[config.mk]
export PLATFORM = sky130hd
export DESIGN_NAME = ro_freq_monitor
export DESIGN_NICKNAME = d
export VERILOG_FILES = /design/src/rtl/ro_freq_monitor.sv
export SDC_FILE = /design/constraint.sdc
export NUM_CORES = 1
export LEC_CHECK = 0
export BUFFER_PORTS_ARGS = -buffer_cell sky130_fd_sc_hd__clkbuf_2
export CORE_MARGIN = 10
export CORE_UTILIZATION = 35
export DETAILED_ROUTE_END_ITERATION = 8
export HOLD_SLACK_MARGIN = 0.06
export PLACE_DENSITY = 0.57
export SLEW_MARGIN = 15
export SYNTH_ARGS = -nofsm -noshare
export SYNTH_HDL_FRONTEND = slang
export SYNTH_SLANG_ARGS = --single-unit
[constraint.sdc]
create_clock -name CLK -period 3.9 [get_ports CLK]
set_input_delay 0.78 -clock CLK [delete_from_list [all_inputs] [get_ports CLK]]
set_output_delay 0.78 -clock CLK [all_outputs]
set_load 0.02 [all_outputs]
[src/rtl/ro_freq_monitor.sv]
// ro_freq_monitor: counts synchronised rising edges of a ring-oscillator tap
// over a programmed window of reference cycles (start/busy/done handshake).
// Optional feature macro: RO_FREQ_MONITOR_STUCK_EN adds the STUCK output,
// flagging a non-zero window in which no oscillator edge was seen.
module ro_freq_monitor #(
  parameter int CNT_W = 16,
  parameter int WIN_W = 16
) (
  input  logic             CLK,
  input  logic             RN,
  input  logic             START,
  input  logic [WIN_W-1:0] WINDOW,
  input  logic             RO_IN,
  output logic             BUSY,
  output logic             DONE,
  output logic [CNT_W-1:0] COUNT,
`ifdef RO_FREQ_MONITOR_STUCK_EN
  output logic             OVF,
  output logic             STUCK
`else
  output logic             OVF
`endif
);

  typedef enum logic [1:0] {
    ST_IDLE   = 2'd0,
    ST_SETTLE = 2'd1,
    ST_COUNT  = 2'd2,
    ST_DONE   = 2'd3
  } state_t;

  localparam logic [CNT_W-1:0] CNT_MAX = {CNT_W{1'b1}};

  state_t           state_q, state_d;
  logic             s1_q, s1_d, s2_q, s2_d, s3_q, s3_d;
  logic             settle_q, settle_d;
  logic [WIN_W-1:0] win_q, win_d;
  logic [CNT_W-1:0] count_q, count_d;
  logic             ovf_q, ovf_d;
  logic             busy_q, busy_d;
  logic             done_q, done_d;
  logic             edge_det;
`ifdef RO_FREQ_MONITOR_STUCK_EN
  logic             stuck_q, stuck_d;
`endif

  // Synchroniser chain: s1/s2 resolve metastability, s3 is the previous s2.
  always_comb begin
    s1_d     = RO_IN;
    s2_d     = s1_q;
    s3_d     = s2_q;
    edge_det = s2_q & ~s3_q;
  end

  // Next-state, window/count datapath and registered status outputs.
  always_comb begin
    state_d  = state_q;
    settle_d = settle_q;
    win_d    = win_q;
    count_d  = count_q;
    ovf_d    = ovf_q;
`ifdef RO_FREQ_MONITOR_STUCK_EN
    stuck_d  = stuck_q;
`endif
    case (state_q)
      ST_IDLE: begin
        if (START) begin
          win_d    = WINDOW;
          count_d  = '0;
          ovf_d    = 1'b0;
          settle_d = 1'b0;
`ifdef RO_FREQ_MONITOR_STUCK_EN
          stuck_d  = 1'b0;
`endif
          state_d  = (WINDOW == '0) ? ST_DONE : ST_SETTLE;
        end
      end
      // Two cycles to flush stale synchroniser contents; edges ignored.
      ST_SETTLE: begin
        settle_d = 1'b1;
        if (settle_q) state_d = ST_COUNT;
      end
      ST_COUNT: begin
        win_d = win_q - WIN_W'(1);
        if (edge_det) begin
          // An edge arriving at full scale is lost: hold and flag overflow.
          if (count_q == CNT_MAX) ovf_d = 1'b1;
          else                    count_d = count_q + CNT_W'(1);
        end
        if (win_q == WIN_W'(1)) begin
          state_d = ST_DONE;
`ifdef RO_FREQ_MONITOR_STUCK_EN
          // Count never wraps, so a zero final count means no edge at all.
          stuck_d = (count_d == '0);
`endif
        end
      end
      ST_DONE: state_d = ST_IDLE;
      default: state_d = ST_IDLE;
    endcase
    // Status outputs are registered copies of the state, one cycle behind.
    busy_d = (state_q == ST_SETTLE) || (state_q == ST_COUNT);
    done_d = (state_q == ST_DONE);
  end

  // State and datapath registers, all cleared by asynchronous reset.
  always_ff @(posedge CLK or negedge RN) begin
    if (!RN) begin
      state_q  <= ST_IDLE;
      s1_q     <= 1'b0;
      s2_q     <= 1'b0;
      s3_q     <= 1'b0;
      settle_q <= 1'b0;
      win_q    <= '0;
      count_q  <= '0;
      ovf_q    <= 1'b0;
      busy_q   <= 1'b0;
      done_q   <= 1'b0;
    end else begin
      state_q  <= state_d;
      s1_q     <= s1_d;
      s2_q     <= s2_d;
      s3_q     <= s3_d;
      settle_q <= settle_d;
      win_q    <= win_d;
      count_q  <= count_d;
      ovf_q    <= ovf_d;
      busy_q   <= busy_d;
      done_q   <= done_d;
    end
  end

`ifdef RO_FREQ_MONITOR_STUCK_EN
  // Stuck flag register.
  always_ff @(posedge CLK or negedge RN) begin
    if (!RN) stuck_q <= 1'b0;
    else     stuck_q <= stuck_d;
  end
  assign STUCK = stuck_q;
`endif

  assign BUSY  = busy_q;
  assign DONE  = done_q;
  assign COUNT = count_q;
  assign OVF   = ovf_q;

endmodule
Yosys cells after proc, flatten, opt, wreduce, memory -nomap -nowiden
Index checks and enable logic that the tools add are counted.
Widths: inputs -> output; s select.
{"block": "word_totals", "register_bits": 41, "in_bits": 20, "out_inout_bits": 19}
{"block": "classes", "n_addsub": 2, "eq_ne": 11, "muxes": 16, "bitwise_logic": 2, "n_reduce_logical": 10}
{"cell": "$mux 16", "count": 4}
{"cell": "$pmux 16 s2", "count": 2}
{"cell": "$add 16x1->16 const B", "count": 1}
{"cell": "$eq 16x1->1 const B", "count": 1}
{"cell": "$eq 16x16->1 const B", "count": 1}
{"cell": "$logic_not 16->1", "count": 1}
{"cell": "$sub 16x1->16 const B", "count": 1}
{"cell": "$ne 2x2->1 const B", "count": 6}
{"cell": "$mux 2", "count": 4}
{"cell": "$pmux 2 s4", "count": 1}
{"cell": "$reduce_and 4->1", "count": 2}
{"cell": "$eq 2x2->1 const B", "count": 2}
{"cell": "$pmux 1 s2", "count": 2}
{"cell": "$reduce_and 2->1", "count": 2}
{"cell": "$reduce_bool 2->1", "count": 2}
{"cell": "$mux 1", "count": 3}
{"cell": "$reduce_and 3->1", "count": 1}
{"cell": "$eq 2x1->1 const B", "count": 1}
{"cell": "$logic_not 2->1", "count": 1}
{"cell": "$and 1x1->1", "count": 1}
{"cell": "$logic_or 1x1->1", "count": 1}
{"cell": "$not 1->1", "count": 1}

Depth between registers and ports, before layout
{"block": "depth", "word_depth": 4, "ltp_mapped": 9, "mapped_depth_nobuf": 7}

Worst setup path before layout
OpenSTA, ideal clock, no wires.
{"block": "synth_timing", "path_type": "input to register", "from": "input port START", "to": "register count_q[5] (netlist: COUNT[5])", "setup_ns": 0.083, "t_arrival_ns": 1.899, "required_time_ns": 3.817, "setup_slack_ns": 1.918, "cell_stages": 4, "path_buffers": 0, "path_cell_list": "mux2i_1 nor2_1 or4_1 o21ai_0"}
{"block": "synth_between", "elab_chain_cells": 2}
{"element": "from (decl)", "line_no": "11", "text": "input logic START,"}
{"element": "$ne 2x2->1 (no line)"}
{"element": "$reduce_and 4->1 (no line)"}
{"element": "to (signal assigned)", "line_no": "126", "text": "count_q <= count_d;"}
{"element": "to (decl)", "line_no": "38", "text": "logic [CNT_W-1:0] count_q, count_d;"}
No other way between the ends.
A chain may end at the register's enable or synchronous reset.

Worst setup path in the final report
{"block": "layout_timing", "from": "register state_q[0]", "to": "register count_q[5] (netlist: COUNT[5])"}
{"block": "layout_between", "elab_chain_cells": 3}
{"element": "from (decl)", "line_no": "34", "text": "state_t state_q, state_d;"}
{"element": "from (signal assigned)", "line_no": "120", "text": "state_q <= state_d;"}
{"element": "$eq 2x2->1 / $logic_not 2->1 (equally long branches)", "line_no": "65", "text": "case (state_q)"}
{"element": "$ne 2x2->1 (no line) / $reduce_bool 2->1 (equally long branches)"}
{"element": "$reduce_and 4->1 (no line)"}
Parallel ways exist; a longest one is shown, timed or not.

==> run metrics <==
family with the most delay on the worst path simple AND/OR/NAND/NOR gates; Bufs on Longest Clock Path 2; CTS root buf clkbuf_8; Die X around 100 µm; CTS hold repair buffers 0; yosys warns 0; DRT antenna net count 0; initial antenna violation count 0; CP cell instances inv_1 > ha_1 > mux2i_1 > buf_4 > nor2_1 > or4_1 > o21ai_0; Async SR Flop Fraction 100%; CTS tree yes; Fin. Hold Viols 0; Diodes inserted 0; Die ar. around 0.010 mm²; Leak approximately 0.0012 µW; Seq/Total Area, Yosys ~44%; DRT iter0 DRCs 87; Unique masters post-synth between 40 and 50; Die Span Y 101 µm; Yosys reg bits 41; CTS buffer count 5; fmax around 400 MHz; Hold Path End s2_q$_DFF_PN0_; Avg Inst Size Synth between 9 and 10 µm²; max-slew violations 0; reg2reg start state_q[0]$_DFFE_PN0P_; min cycle time layout 2.50 ns; H-tree depth 2; R2R setup slack approximately 1.4 ns; fill cell count between 600 and 700; layout cells sized above 1 approximately 18%; status finished, final reports clean; period utilisation layout between 60% and 70%; buffer and inverter count on the worst path 2; GRT Residual Overflow 0; Net Count, Synth between 200 and 300; top_reg_cell synth dfrtp_1; WHS Path Cells 0; RSZ-0062 raised after global routing false; clock transition at the registers of the reported paths approximately 0.070 ns; number of gates resized after cts 0; slew margin rel. around 31%; first-pass GRT wire length ~9900 µm; hold_sp s1_q$_DFF_PN0_; critical path endpoint category flip-flop; setup ws final 1.40 ns; DRC 0; WL final a little under 6000 µm; IO buf count 38; vias in the first global route roughly 2.1k; reg2reg end COUNT[5]$_DFFE_PN0P_; # Post-CTS Setup Buffers 0; fin nets approximately 320; Reg2Reg Depth 7; CP required 4.07 ns; CP Class flip-flop to flip-flop; Initial Utilization 36.4%; vias 2049; Post-synth EDFFs 0; GRT Resource Usage Total between 10% and 20%; worst-case clock skew a little under 0.01 ns; Mapped Area 0.00232 mm²; crit path max fanout 17; first drt pass iteration count 4; Critical Path Start Type flip-flop; layout overhead on the synthesized area 15.0%; Clock Latency Late Sink 0.29 ns; max_cap viols 0; crit-path max cell delay 0.79 ns; Synth top area share ~44%; DR WL/cell about 16 µm; vias per cell 5.49; Slew @ Worst Pin roughly 1.0 ns; synthesized instance count ~260; WP data arrival about 2.7 ns; pin count of the biggest net entering global routing 42; critical path depth in cells 7; Clock Sink Count 41; GPL Wtd Cong ~0.82; IR drop worst, VDD roughly 0.29 mV; io pins 39; area leader, netlist dfrtp_1; total core area about 0.0064 mm²; power density over the cells approximately 620 mW/mm²; synth top area cells dfrtp_1 44%, nor2_1 5.2%, mux2i_1 4.7%; Post-DP HPWL between 4000 and 5000 µm; worst slack at placement about 1.4 ns; Row Count 29; Crit-path slowest cell nor2_1; HP Class flip-flop to flip-flop; setup violators final 0; setup_tns 0 ns
-- cells in the final DEF, fill, tap and decap left out, types with 9 or more instances in the layout --
cell      instances
dfrtp_1          41
clkbuf_2         38
nor2_1           32
nand2_1          20
a21oi_1          18
nand3_1          14
o21ai_0          12
mux2i_1          11
inv_1             9
nand4_1           9
o22ai_1           9
-- synth_stat cells (all sizes together) (3+ instances only) --
library cell,count
a21oi,18
xor2,7
o21ai,13
o22a,3
nor4,8
dfrtp,41
nor3,8
o22ai,9
mux2i,11
nand2,20
nand3,14
inv,9
and3,4
xnor2,3
clkbuf,8
a31oi,3
or4,5
ha,7
nand4,9
nor2,32
o211ai,3
-- routing by layer --
| layer | global-route usage (%) | up-vias | part of all wire, % |
|---|---|---|---|
| met5 | 0 | - | 0 |
| met4 | 3.54 | 0 | 0.39 |
| met3 | 3.81 | 4 | 6.7 |
| met2 | 18.4 | 42 | 48 |
| met1 | 14.8 | 980 | 45 |
| li1 | - | 1023 | - |
-- final cells by class --
type | instances | area [µm²] | area share [%]
inverter | 9 | 33.8 | 1.26
tap | 77 | 96.3 | 3.61
timing repair buffer | 40 | 205 | 7.68
multi-input combinational | 198 | 1230 | 45.9
clock inverter | 2 | 10.0 | 0.375
sequential | 41 | 1030 | 38.4
clock buffer | 6 | 72.6 | 2.72
-- through the flow --
stage / hold WS (ns) / area, µm² / utilization (%) / total power, µW / cells
final: 0.351 / 2670 / 41.8 / 1660 / 373
after detailed placement: 0.336 / 2590 / 40.5 / 1400 / 365
after CTS: 0.354 / 2670 / 41.8 / 1680 / 373
after global placement: 0.335 / 2590 / 40.5 / 1390 / 365
after floorplan: 0.331 / 2320 / - / 1210 / 257
after global routing: 0.370 / 2670 / 41.8 / 1810 / 373
-- kinds of logic after synthesis --
family	count (synthesis)	share of synthesized area, %
buffers and inverters	18	2.96
AO/OA/AOI/OAI	58	15.8
adder cells (fa/ha/maj)	7	3.77
multiplexers	12	5.23
XOR/XNOR	10	3.77
flip-flops	41	44.2
AND/OR/NAND/NOR	111	24.3
-- power by group --
group,switching [µW],total (µW),internal (µW),leakage [µW]
clock network,148,272,124,0.0000450
registers,133,681,548,0.000515
logic,435,705,270,0.000611
total,715,1660,943,0.00117
-- worst reg2reg max path, cell delays in order, from the launching register on --
cell     delay (ns)
dfrtp_1        0.40
inv_1          0.11
ha_1           0.44
mux2i_1        0.13
buf_4          0.21
nor2_1         0.80
or4_1          0.23
o21ai_0        0.07
-- worst max path at each step --
stage	startpoint	endpoint	slack [ns]
6_report	state_q[0]$_DFFE_PN0P_	COUNT[5]$_DFFE_PN0P_	1.40
5_1_grt	state_q[0]$_DFFE_PN0P_	COUNT[4]$_DFFE_PN0P_	1.12
4_1_cts	state_q[0]$_DFFE_PN0P_	COUNT[5]$_DFFE_PN0P_	1.34
3_5_place_dp	state_q[0]$_DFFE_PN0P_	COUNT[5]$_DFFE_PN0P_	1.37
3_3_place_gp	state_q[0]$_DFFE_PN0P_	COUNT[5]$_DFFE_PN0P_	1.42
2_1_floorplan	START	COUNT[5]$_DFFE_PN0P_	1.92
Note: power is estimated with default switching activity, not from simulation.
